**src/rtl/cut_driver.sv**
```systemverilog
// Cutter stepper half-step sequencer with linear start ramp; first step START_PERIOD cycles after entering RUN.
// Outputs are decoded from registered state; no backpressure, en_i is a level consumed every cycle.
module cut_driver #(
    parameter int START_PERIOD = 1000,
    parameter int STEP_PERIOD  = 250,
    parameter int RAMP_DEC     = 50,
    parameter int HOLD_EN      = 0,
    parameter int POS_W        = 16
) (
    input  logic             clk,
    input  logic             rst,
    input  logic             en_i,
    input  logic             direction_i,
    output logic [3:0]       coil_o,
    output logic             step_tick_o,
    output logic             running_o,
    output logic [POS_W-1:0] position_o
);

    localparam int TW = $clog2(START_PERIOD + 1);
    localparam logic [TW-1:0] START_P = TW'(START_PERIOD);
    localparam logic [TW-1:0] STEP_P  = TW'(STEP_PERIOD);

    typedef enum logic {IDLE, RUN} state_t;

    state_t           state_q, state_d;
    logic [2:0]       phase_q, phase_d;
    logic [TW-1:0]    timer_q, timer_d;
    logic [TW-1:0]    period_q, period_d;
    logic [POS_W-1:0] pos_q, pos_d;
    logic             last_dir_q, last_dir_d;
    logic             tick_q, tick_d;
    logic [3:0]       pattern;

    always_ff @(posedge clk) begin
        if (rst) begin
            state_q    <= IDLE;
            phase_q    <= 3'd0;
            timer_q    <= '0;
            period_q   <= START_P;
            pos_q      <= '0;
            last_dir_q <= 1'b1;
            tick_q     <= 1'b0;
        end else begin
            state_q    <= state_d;
            phase_q    <= phase_d;
            timer_q    <= timer_d;
            period_q   <= period_d;
            pos_q      <= pos_d;
            last_dir_q <= last_dir_d;
            tick_q     <= tick_d;
        end
    end

    always_comb begin
        state_d    = state_q;
        phase_d    = phase_q;
        timer_d    = timer_q;
        period_d   = period_q;
        pos_d      = pos_q;
        last_dir_d = last_dir_q;
        tick_d     = 1'b0;
        case (state_q)
            IDLE: begin
                timer_d  = '0;
                period_d = START_P;
                if (en_i) begin
                    state_d    = RUN;
                    last_dir_d = direction_i;
                end
            end
            RUN: begin
                if (!en_i) begin
                    // a falling enable wins over a coincident step: partial step is dropped
                    state_d  = IDLE;
                    timer_d  = '0;
                    period_d = START_P;
                end else if (timer_q == period_q - TW'(1)) begin
                    timer_d = '0;
                    tick_d  = 1'b1;
                    phase_d = direction_i ? phase_q + 3'd1 : phase_q - 3'd1;
                    pos_d   = direction_i ? pos_q + POS_W'(1) : pos_q - POS_W'(1);
                    if (direction_i == last_dir_q) begin
                        if (int'(period_q) - RAMP_DEC >= STEP_PERIOD)
                            period_d = period_q - TW'(RAMP_DEC);
                        else
                            period_d = STEP_P;
                    end else begin
                        period_d   = START_P;
                        last_dir_d = direction_i;
                    end
                end else begin
                    timer_d = timer_q + TW'(1);
                end
            end
            default: state_d = IDLE;
        endcase
    end

    always_comb begin
        case (phase_q)
            3'd0:    pattern = 4'b1000;
            3'd1:    pattern = 4'b1100;
            3'd2:    pattern = 4'b0100;
            3'd3:    pattern = 4'b0110;
            3'd4:    pattern = 4'b0010;
            3'd5:    pattern = 4'b0011;
            3'd6:    pattern = 4'b0001;
            default: pattern = 4'b1001;
        endcase
    end

    assign coil_o      = (state_q == RUN || HOLD_EN != 0) ? pattern : 4'b0000;
    assign step_tick_o = tick_q;
    assign running_o   = (state_q == RUN);
    assign position_o  = pos_q;

endmodule

```
**config.mk**
```make
export PLATFORM = sky130hd
export DESIGN_NAME = cut_driver
export DESIGN_NICKNAME = d
export VERILOG_FILES = /design/src/rtl/cut_driver.sv
export SDC_FILE = /design/constraint.sdc
export NUM_CORES = 1
export LEC_CHECK = 0
export BUFFER_PORTS_ARGS = -buffer_cell sky130_fd_sc_hd__buf_2
export CORE_MARGIN = 4
export CORE_UTILIZATION = 35
export CTS_BUF_LIST = sky130_fd_sc_hd__clkbuf_4 sky130_fd_sc_hd__clkbuf_8
export DETAILED_ROUTE_END_ITERATION = 8
export GPL_TIMING_DRIVEN = 0
export PLACE_DENSITY = 0.54
export SETUP_SLACK_MARGIN = 0.05
export SLEW_MARGIN = 20
export SYNTH_ARGS = -nofsm -noshare
export SYNTH_HDL_FRONTEND = slang
export SYNTH_SLANG_ARGS = --single-unit
```
**constraint.sdc**
```tcl
create_clock -name clk -period 7.19 [get_ports clk]
set_input_delay 1.0785 -clock clk [delete_from_list [all_inputs] [get_ports clk]]
set_output_delay 1.0785 -clock clk [all_outputs]
set_load 0.02 [all_outputs]
```
; After elaboration in Yosys (flattened, before gate mapping)
; Index checks and enable logic that the tools add are counted.
[totals]
wordCells = 54
regBits = 42
inputBits = 4
[classes]
bitwise = 2
eq_ne = 13
mux = 19
n_reduce_logical = 4
magnitude_cmp = 1
addsub = 8
[op_table]
columns = op, n
row1 = $mux W10, 6
row2 = $pmux W10 S2, 2
row3 = $pmux W4 S7, 1
row4 = $add A16 B1 Y16 const B, 1
row5 = $mux W16, 1
row6 = $sub A16 B1 Y16 const B, 1
row7 = $ge A11 B9 Y1 const B, 1
row8 = $sub A10 B6 Y11 const B, 1
row9 = $add A10 B1 Y10 const B, 1
row10 = $eq A10 B10 Y1, 1
row11 = $sub A10 B1 Y10 const B, 1
row12 = $sub A10 B6 Y10 const B, 1
row13 = $eq A3 B3 Y1 const B, 3
row14 = $eq A3 B2 Y1 const B, 2
row15 = $mux W1, 6
row16 = $ne A2 B2 Y1 const B, 3
row17 = $mux W4, 1
row18 = $reduce_and A4 Y1, 1
row19 = $add A3 B1 Y3 const B, 1
row20 = $eq A3 B1 Y1 const B, 1
row21 = $logic_not A3 Y1, 1
row22 = $mux W3, 1
row23 = $ne A3 B2 Y1 const B, 1
row24 = $reduce_and A3 Y1, 1
row25 = 6 further kinds, 7

; Logic depth before layout (Yosys ltp)
; Gate-level depths: netlist of run 1.
[depth]
ltp_word = 7
ltp_mapped = 13

; Least setup slack after synthesis of run 1
; No wires, ideal clock.
[synth_path]
path_type = input to register
from = input port direction_i
to = register pos_q[15] (netlist: position_o[15])
setup_slack_ns = 3.377
stages = 10
setup_ns = 0.121
arrival_ns = 3.693
path_cell_list = clkbuf_1 -> inv_1 -> ha_1 -> a21oi_1 -> a31oi_1 -> a211oi_1 -> a21oi_1 -> a311oi_1 -> mux2i_1 -> mux2_2
[synth_via]
elab_chain_cells = 1
[synth_rtl]
columns = element, line_no
row1 = "start, declared", 13  ; input logic direction_i,
row2 = $mux W16, 82  ; pos_d = direction_i ? pos_q + POS_W'(1) : pos_q - POS_W'(1);
row3 = "end signal, assigned", 49  ; pos_q <= pos_d;
row4 = "end, declared", 30  ; logic [POS_W-1:0] pos_q, pos_d;
; No other way between the ends.
; A chain may end at the register's enable or synchronous reset.

; Final worst setup path of run 1
; Same ends and word-level chain as after synthesis.

==> summary.txt, run 1 <==
Yosys
  – FF+latch count, synth: between 40 and 50
  – Post-synth EDFFs: 0
  – Post-Syn Area: 3030 µm²
  – Syn avg cell area: roughly 8 µm²
  – Post-synth top flop: dfxtp_1
  – Asr flop ratio synth: 0%
  – Sequential-to-total area share from yosys stat: 27.1%
  – Mapped Cells: between 300 and 400
  – Netlist cell types: 66
  – Total number of yosys warnings: 0
  – Syn Nets: approximately 420

Global routing
  – First-pass GRT wire length: approximately 12 mm
  – GRT overflow: 0
  – Vias in the first global route: roughly 2600
  – Largest net degree at the start of global routing: 17
  – Initial antenna violation count: 0
  – Total global-route track usage: ~15%

Worst hold path
  – Worst min-delay path class: reg2reg
  – HP Start: position_o[8]$_SDFFE_PP0P_

Drt
  – ANT nets after route: 0
  – Initial DRC Count: between 100 and 150
  – Wire per inst: ~14 µm
  – Initial DRT Pass Iterations: 4
  – Drt drc: 0
  – Total number of vias: between 2000 and 3000
  – WL final: 7.13 mm
  – Vias/cell: 5.29

Timing
  – Final Max Tran Viols: 0
  – Worst Tran Pin Value: slightly below 0.9 ns
  – RSZ-0062 raised after global routing: false
  – Final hold violations: 0
  – Final setup skew: between 0.007 and 0.008 ns
  – Fmax: approximately 240 MHz
  – Total negative setup slack: 0 ns
  – Min Tclk post-route: 4.24 ns
  – Max_slew headroom: around 40%
  – Setup violators final: 0
  – Crit share post-route: roughly three fifths

Final layout
  – Fillers: 872
  – Layout Area Growth over Synthesis: 11.6%
  – Layout Utilization: around 40%
  – Diode count: 0
  – Share of cells above drive strength 1: 12.2%
  – Layout net count: approximately 450
  – Commonest cells after routing, fill and taps aside: nor2_1, dfxtp_1, nand2_1

Worst setup path
  – Reg2Reg Launch Point: period_q[1]$_SDFFE_PP0P_
  – Worst EP arrival: ~4.4 ns
  – Origin of the worst setup path: direction_i
  – Worst Setup End Kind: flip-flop
  – CP max stage delay: 0.51 ns
  – Critical path class: in2reg
  – CP Max Fanout: 16
  – CP Data Required Time: 7.38 ns
  – CP max-delay cell: ha_1
  – Worst path most repeated cell: a21oi_1
  – Cells along the critical path: clkbuf_1 -> inv_1 -> ha_1 -> a21oi_1 -> a31oi_1 -> a211oi_1 -> a21oi_1 -> a311oi_1 -> mux2i_1 -> mux2_2
  – Startpoint Class: input pin

Clock tree
  – H-tree levels: 2
  – Skew-Pair Late Insertion Delay: slightly below 0.3 ns
  – PostCTS Resize Cnt: 0
  – Worst-path clk slew: ~0.080 ns
  – CTS tree: yes
  – Root Driver: clkbuf_8
  – # hold bufs at CTS: 0
  – Setup Buffers After CTS: 0
  – Maximum clock path buffer count: 2
  – CTS sink count: 41
  – Num CTS Buffers: 5

Floorplanning
  – Ports: 26
  – Initial Utilization: approximately 36%
  – Die area: approximately 10000 µm²
  – Core ar.: slightly above 8000 µm²
  – Die Wd: between 100 and 150 µm
  – Rows: 33
  – Die height: about 100 µm

Power and ir drop
  – Pwr Density: ~130 nW/µm²
  – Maximum VDD drop: roughly 66 µV
  – Pleak: around 0.0013 µW

Job
  – Max Cap Viol: 0

Placement
  – Dpl hpwl: ~5.4 mm
  – I/O Buffers: 23
  – GPL Wtd Cong: around 0.8

Status
  – Outcome: completed
[critical path, delay by kind of cell]
family | cells | cell delay [ns]
compound gates | 5 | 1.49
buf+inv | 2 | 0.71
mux | 2 | 0.65
fa+ha+maj | 1 | 0.51
[worst paths after layout]
check	to	slack (ns)	cells after the start
hold / removal	position_o[8]$_SDFFE_PP0P_	0.47	2
setup reg to reg	timer_q[3]$_SDFF_PP0_	3.91	11
hold reg to reg	position_o[8]$_SDFFE_PP0P_	0.47	2
setup / recovery	position_o[15]$_SDFFE_PP0P_	2.95	10
[layer usage]
| layer | vias up | global-route usage [%] | routed length (µm) |
|---|---|---|---|
| met5 | - | 0 | 0 |
| met4 | 0 | 4.60 | 116 |
| met3 | 8 | 2.08 | 311 |
| met2 | 58 | 22.5 | 3120 |
| met1 | 1258 | 20.9 | 3570 |
| li1 | 1450 | - | - |
[stage by stage]
step           std cells  instance area (µm²)  worst slack, ns  hold WS [ns]  total power [µW]
6_report             524                 3380             2.95         0.473               439
5_1_grt              524                 3380             2.69         0.497               457
4_1_cts              524                 3380             2.99         0.475               448
3_5_place_dp         517                 3280             2.70         0.464               262
3_3_place_gp         517                 3280             2.70         0.456               261
2_1_floorplan        389                 3030             3.38         0.437               255
[cell type report]
class | count | area, µm² | share of cell area, %
timing repair buffer | 23 | 115 | 3.41
buffer | 23 | 104 | 3.07
tap | 105 | 131 | 3.89
sequential | 41 | 821 | 24.3
clock inverter | 2 | 35.0 | 1.04
multi-input combinational | 307 | 2040 | 60.3
inverter | 18 | 67.6 | 2.00
clock buffer | 5 | 68.8 | 2.04
[sequential cells by signal, indices dropped and copies added (netlist names)]
signal       count
position_o      16
timer_q         10
period_q         9
phase_q          3
last_dir_q       1
running_o        1
step_tick_o      1
[cell usage after synthesis (4+ instances only)]
cell type / count / area [µm²]
and3_1: 5 / 31.3
buf_2: 8 / 40.0
inv_1: 18 / 67.6
nand2_1: 38 / 143
clkbuf_1: 14 / 52.6
xnor2_1: 20 / 175
nor2b_1: 7 / 43.8
o21a_1: 6 / 45.0
nor2_1: 41 / 154
o21ai_0: 21 / 105
mux2i_1: 4 / 40.0
a31oi_1: 4 / 25.0
nand3_1: 14 / 70.1
xor2_1: 11 / 96.3
a21oi_1: 28 / 140
nor3_1: 9 / 45.0
dfxtp_1: 41 / 821
ha_1: 23 / 288
nand4_1: 6 / 37.5
[logic make-up after synthesis]
| logic type | synth area share [%] |
|---|---|
| AOI/OAI and AO/OA | 22.5 |
| xor gates and xnor gates | 8.96 |
| adders and majority gates | 10.2 |
| buffers and inverters | 5.66 |
| DFF | 27.1 |
| muxes | 2.07 |
| and+or+nand+nor | 23.5 |
[report_power, final]
part	switching, µW	internal [µW]	total (µW)
Sequential	0.907	228	229
Combinational	17.3	10.2	27.5
Clock	81.5	101	183
(Power assumes the default switching activity.)
==> run 2, diff against run 1 <==
- clock period: 7.19 -> 3.9 ns (I/O delays scaled with it)
==> run 2 against run 1 <==
Net effect: routed wire length rose by 0.91%; non-clock buffer count rose by 4; core utilization rose by 0.41 points; total power rose by 85%; die area did not move; critical endpoint unchanged; hold slack got worse by 0.00089 ns; via count fell by 0.14%; sequential cell count did not move; global-route usage did not move.
==> summary.txt, run 2 (same netlist as run 1, synthesis figures left out) <==
Final layout
  – Layout Utilization: approximately two fifths
  – Design area: ~3400 µm²
  – Layout Area Growth over Synthesis: 12.7%
  – Flip-flop count of the largest register after layout: 16
  – Commonest cells after routing, fill and taps aside: nor2_1, dfxtp_1, nand2_1
  – Diode count: 0
  – Layout net count: about 450
  – Share of cells above drive strength 1: 13.2%

Timing
  – RSZ-0062 raised after global routing: false
  – Worst Tran Pin Value: between 0.8 and 0.9 ns
  – Fmax: 277 MHz
  – Max_slew headroom: 40.9%
  – Final hold slack: between 0.4 and 0.5 ns
  – Total negative setup slack: 0 ns
  – Final setup skew: a little under 0.007 ns
  – Min Tclk post-route: ~3.6 ns
  – Crit share post-route: 92.5%
  – Final Max Tran Viols: 0
  – Setup violators final: 0
  – Final hold violations: 0

Floorplanning
  – Die Wd: around 100 µm
  – Rows: 33
  – Initial Utilization: between 30 and 40%
  – Die area: ~10000 µm²
  – Core ar.: about 8300 µm²
  – Die height: roughly 100 µm
  – Ports: 26

Global routing
  – GRT overflow: 0
  – Largest net degree at the start of global routing: 17
  – Total global-route track usage: between 10% and 20%
  – Vias in the first global route: between 2000 and 3000
  – First-pass GRT wire length: 12.4 mm
  – Initial antenna violation count: 0

Worst setup path
  – CP max-delay cell: a311oi_1
  – CP Data Required Time: approximately 4 ns
  – CP Max Fanout: 9
  – WP buf/inv: 3
  – CP max stage delay: roughly 0.41 ns
  – Critical path class: in2reg
  – Cells along the critical path: clkbuf_1 -> clkinvlp_4 -> buf_4 -> ha_1 -> a21oi_1 -> a31oi_1 -> a211oi_1 -> a21oi_1 -> a311oi_1 -> mux2i_1 -> mux2_2
  – Worst path most repeated cell: a21oi_1
  – Worst EP arrival: approximately 3.8 ns
  – Origin of the worst setup path: direction_i
  – Worst Setup End Kind: flip-flop
  – Startpoint Class: input pin
  – Top cell family by delay on the critical path: compound AO/OA/AOI/OAI gates
  – Reg2Reg Launch Point: period_q[1]$_SDFFE_PP0P_

Clock tree
  – CTS tree: yes
  – Num CTS Buffers: 5
  – Skew-Pair Late Insertion Delay: a little under 0.3 ns
  – H-tree levels: 2
  – Worst-path clk slew: ~0.080 ns
  – CTS sink count: slightly above 40
  – Root Driver: clkbuf_8
  – Maximum clock path buffer count: 2
  – # hold bufs at CTS: 0

Drt
  – Wire per inst: around 14 µm
  – Initial DRT Pass Iterations: 5
  – Initial DRC Count: around 140
  – Vias/cell: 5.25
  – Drt drc: 0
  – WL final: approximately 7.2 mm
  – ANT nets after route: 0
  – Total number of vias: 2770

Power and ir drop
  – Maximum VDD drop: about 120 µV
  – Pleak: 0.00136 µW
  – Power consumption: ~800 µW
  – Pwr Density: between 200 and 250 nW/µm²

Job
  – Max Cap Viol: 0

Placement
  – GPL Wtd Cong: 0.822
  – DP Area: approximately 3300 µm²
  – Dpl hpwl: 5.44 mm
  – I/O Buffers: 23

Worst hold path
  – HP Start: position_o[8]$_SDFFE_PP0P_
  – Worst min-delay path class: reg2reg

Status
  – Outcome: completed
## run 2: layer usage
| metal | share of wire (%) | vias to the layer above | wire length, µm | track usage [%] |
|---|---|---|---|---|
| li1 | - | 1462 | - | - |
| met1 | 51 | 1248 | 3670 | 20.9 |
| met2 | 44 | 54 | 3150 | 22.5 |
| met3 | 3.8 | 6 | 273 | 2.08 |
| met4 | 1.3 | 0 | 94 | 4.60 |
| met5 | 0 | - | 0 | 0 |
## run 2: cell type report
| type | instances | area [µm²] |
|---|---|---|
| Clock inverter | 2 | 35.0 |
| Buffer | 23 | 104 |
| Sequential cell | 41 | 821 |
| Tap cell | 105 | 131 |
| Inverter | 18 | 71.3 |
| Clock buffer | 5 | 68.8 |
| Timing Repair Buffer | 27 | 145 |
| Multi-Input combinational cell | 307 | 2040 |
| Fill cell | 872 | 4890 |
## run 2: where the power goes
| group | switching [µW] | leakage (µW) | internal, µW |
|---|---|---|---|
| Clock | 152 | 0.0000540 | 186 |
| Sequential | 1.67 | 0.000331 | 420 |
| Combinational | 32.9 | 0.000975 | 21.6 |
## run 2: stage by stage
| step | cells | setup slack [ns] |
|---|---|---|
| 2_1_floorplan | 389 | 0.580 |
| 4_1_cts | 524 | 0.198 |
| 6_report | 528 | 0.294 |
| 5_1_grt | 528 | 0.0610 |
| 3_5_place_dp | 517 | -0.0974 |
| 3_3_place_gp | 517 | -0.0976 |
## run 2: worst register-to-register path, cell delays in order (launching register included)
cell and delay [ns]:
dfxtp_1 0.33, buf_6 0.14, inv_1 0.10, ha_1 0.15
buf_2 0.22, nor4b_1 0.61, a21oi_1 0.18, a2111o_1 0.47
o21bai_1 0.23, o21ai_2 0.36, buf_2 0.30, nor2_1 0.08
## run 2: worst paths after layout
kind              slack [ns]  cells past startpoint                          end
setup / recovery        0.29                     11  position_o[15]$_SDFFE_PP0P_
hold / removal          0.47                      2   position_o[8]$_SDFFE_PP0P_
setup reg to reg        0.62                     11        timer_q[3]$_SDFF_PP0_
hold reg to reg         0.47                      2   position_o[8]$_SDFFE_PP0P_
## run 2: what timing repair did
action                                  CTS  global route
gates resized for setup                   0             1
endpoints found under the setup margin    0             1
buffers inserted                          0             4
==> run 3, diff against run 2 <==
- PLACE_DENSITY: 0.54 -> not set
==> run 3 against run 2 <==
Net effect: clock skew down 0.0013 ns; sequential power about the same; core utilization down 0.21 points; hold slack about the same; design area down 0.51%.
==> summary.txt, run 3 (same netlist as run 1, synthesis figures left out) <==
Drt
  – Drt drc: 0
  – Initial DRC Count: between 100 and 150
  – Initial DRT Pass Iterations: 4
  – ANT nets after route: 0
  – WL final: ~7.3 mm
  – Vias/cell: 5.30
  – Wire per inst: 13.8 µm
  – Total number of vias: 2782

Worst hold path
  – Hold endpoint: position_o[8]$_SDFFE_PP0P_
  – Hold Path Depth: 2
  – HP Start: position_o[8]$_SDFFE_PP0P_
  – Worst min-delay path class: reg2reg

Worst setup path
  – Reg2Reg Launch Point: period_q[1]$_SDFFE_PP0P_
  – Top cell family by delay on the critical path: compound AO/OA/AOI/OAI gates
  – Reg2Reg Depth: 11
  – Startpoint Class: input pin
  – Critical path class: in2reg
  – CP Data Required Time: slightly above 4 ns
  – R2r setup slk: around 0.54 ns
  – Origin of the worst setup path: direction_i
  – CP max-delay cell: ha_1
  – WP buf/inv: 2
  – Worst Setup End Kind: flip-flop
  – Worst EP arrival: approximately 3.9 ns
  – CP max stage delay: approximately 0.50 ns
  – Worst path most repeated cell: a21oi_1
  – Crit Reg-Reg Endpoint: timer_q[9]$_SDFF_PP0_
  – Cells along the critical path: clkbuf_1 -> inv_1 -> ha_1 -> a21oi_1 -> a31oi_1 -> a211oi_1 -> a21oi_1 -> a311oi_1 -> mux2i_1 -> mux2_2
  – CP Max Fanout: 16

Timing
  – Final hold slack: between 0.4 and 0.5 ns
  – Final Max Tran Viols: 0
  – Fmax: roughly 270 MHz
  – Final hold violations: 0
  – Final worst slack: 0.242 ns
  – Crit share post-route: between 90% and 100%
  – Final setup skew: 0.00544 ns
  – Setup violators final: 0
  – Worst Tran Pin Value: approximately 0.95 ns
  – Min Tclk post-route: 3.66 ns
  – RSZ-0062 raised after global routing: false
  – Max_slew headroom: ~36%

Final layout
  – Flip-flop count of the largest register after layout: 16
  – Layout Area Growth over Synthesis: 12.1%
  – Fillers: between 800 and 900
  – Post-Layout Cell Count: 525
  – Layout net count: 447
  – Commonest cells after routing, fill and taps aside: nor2_1, dfxtp_1, nand2_1
  – Reg area: roughly 820 µm²
  – Multi-input gate area: around 2000 µm²
  – Diode count: 0
  – Share of cells above drive strength 1: roughly 12%

Global routing
  – GRT overflow: 0
  – First-pass GRT wire length: about 13 mm
  – Total global-route track usage: 14.9%
  – Largest net degree at the start of global routing: 17
  – Vias in the first global route: between 2000 and 3000
  – Initial antenna violation count: 0

Clock tree
  – Worst-path clk slew: roughly 0.080 ns
  – Num CTS Buffers: 5
  – Root Driver: clkbuf_8
  – Setup Buffers After CTS: 0
  – # hold bufs at CTS: 0
  – Skew-Pair Late Insertion Delay: about 0.30 ns
  – PostCTS Resize Cnt: 0
  – H-tree levels: 2
  – CTS tree: yes
  – Maximum clock path buffer count: 2
  – CTS sink count: between 40 and 50

Placement
  – Placement Setup Slack: 0.00952 ns
  – Placed Instances: 517
  – GPL Wtd Cong: roughly 0.94
  – Dpl hpwl: 5.38 mm
  – I/O Buffers: 23

Job
  – Max Cap Viol: 0

Floorplanning
  – Initial Utilization: between 30% and 40%
  – Rows: 33
  – Die height: about 100 µm
  – Die area: around 10000 µm²
  – Core ar.: 8300 µm²
  – Ports: 26
  – Die Wd: 101 µm

Power and ir drop
  – Pwr Density: ~250 nW/µm²
  – Power consumption: 843 µW
  – Maximum VDD drop: ~170 µV
  – Pleak: ~0.0014 µW

Status
  – Outcome: completed
==> run 3: cell types whose count changed in the layout (fill, tap and decap cells not counted) <==
| cell | delta |
|---|---|
| inv_1 | +1 |
| clkbuf_4 | +1 |
| clkbuf_8 | +1 |
| buf_4 | -4 |
| clkinv_2 | -1 |
| clkinvlp_4 | -1 |
==> run 3: through the flow <==
stage	utilization [%]	cell area [µm²]	TNS, ns
finish	40.9	3400	0
global route	40.9	3400	0
CTS	40.9	3400	0
detailed placement	39.5	3280	0
global placement	39.5	3280	-0.0164
floorplan	-	3030	0
==> run 3: how the worst max path moves through the flow <==
| stage | endpoint | slack [ns] | cells after the start |
|---|---|---|---|
| 5_1_grt | position_o[15]$_SDFFE_PP0P_ | 0.06 | 10 |
| 4_1_cts | position_o[15]$_SDFFE_PP0P_ | 0.30 | 10 |
| 2_1_floorplan | position_o[15]$_SDFFE_PP0P_ | 0.58 | 10 |
| 6_report | position_o[15]$_SDFFE_PP0P_ | 0.24 | 10 |
| 3_3_place_gp | position_o[15]$_SDFFE_PP0P_ | -0.02 | 10 |
| 3_5_place_dp | position_o[15]$_SDFFE_PP0P_ | 0.01 | 10 |
==> run 3: routing by layer <==
| metal | track usage [%] | share of wire, % | vias to the layer above |
|---|---|---|---|
| met1 | 21.4 | 51 | 1286 |
| met4 | 3.99 | 0.95 | 0 |
| met2 | 22.9 | 44 | 40 |
| met5 | 0 | 0 | - |
| li1 | - | - | 1451 |
| met3 | 2.77 | 3.8 | 5 |
==> run 3: where the power goes <==
group / internal [µW] / switching [µW]
Combinational: 18.8 / 32.1
Sequential: 420 / 1.77
Clock: 216 / 155
Total: 654 / 189
==> run 3: worst register-to-register path: cells and delay by family, from the launching register on <==
family	cells	cell delay [ns]
compound gates	4	1.25
buf+inv	4	0.76
simple gates	2	0.76
flops	1	0.33
fa+ha+maj	1	0.15
==> run 3: final cells by class <==
class                           count  area share (%)
Tap cell                          105            3.87
Buffer                             23            3.06
Sequential cell                    41            24.2
Timing Repair Buffer               23            3.39
Inverter                           18            1.99
Clock buffer                        7            2.65
Multi-Input combinational cell    307            60.0
Clock inverter                      1           0.884
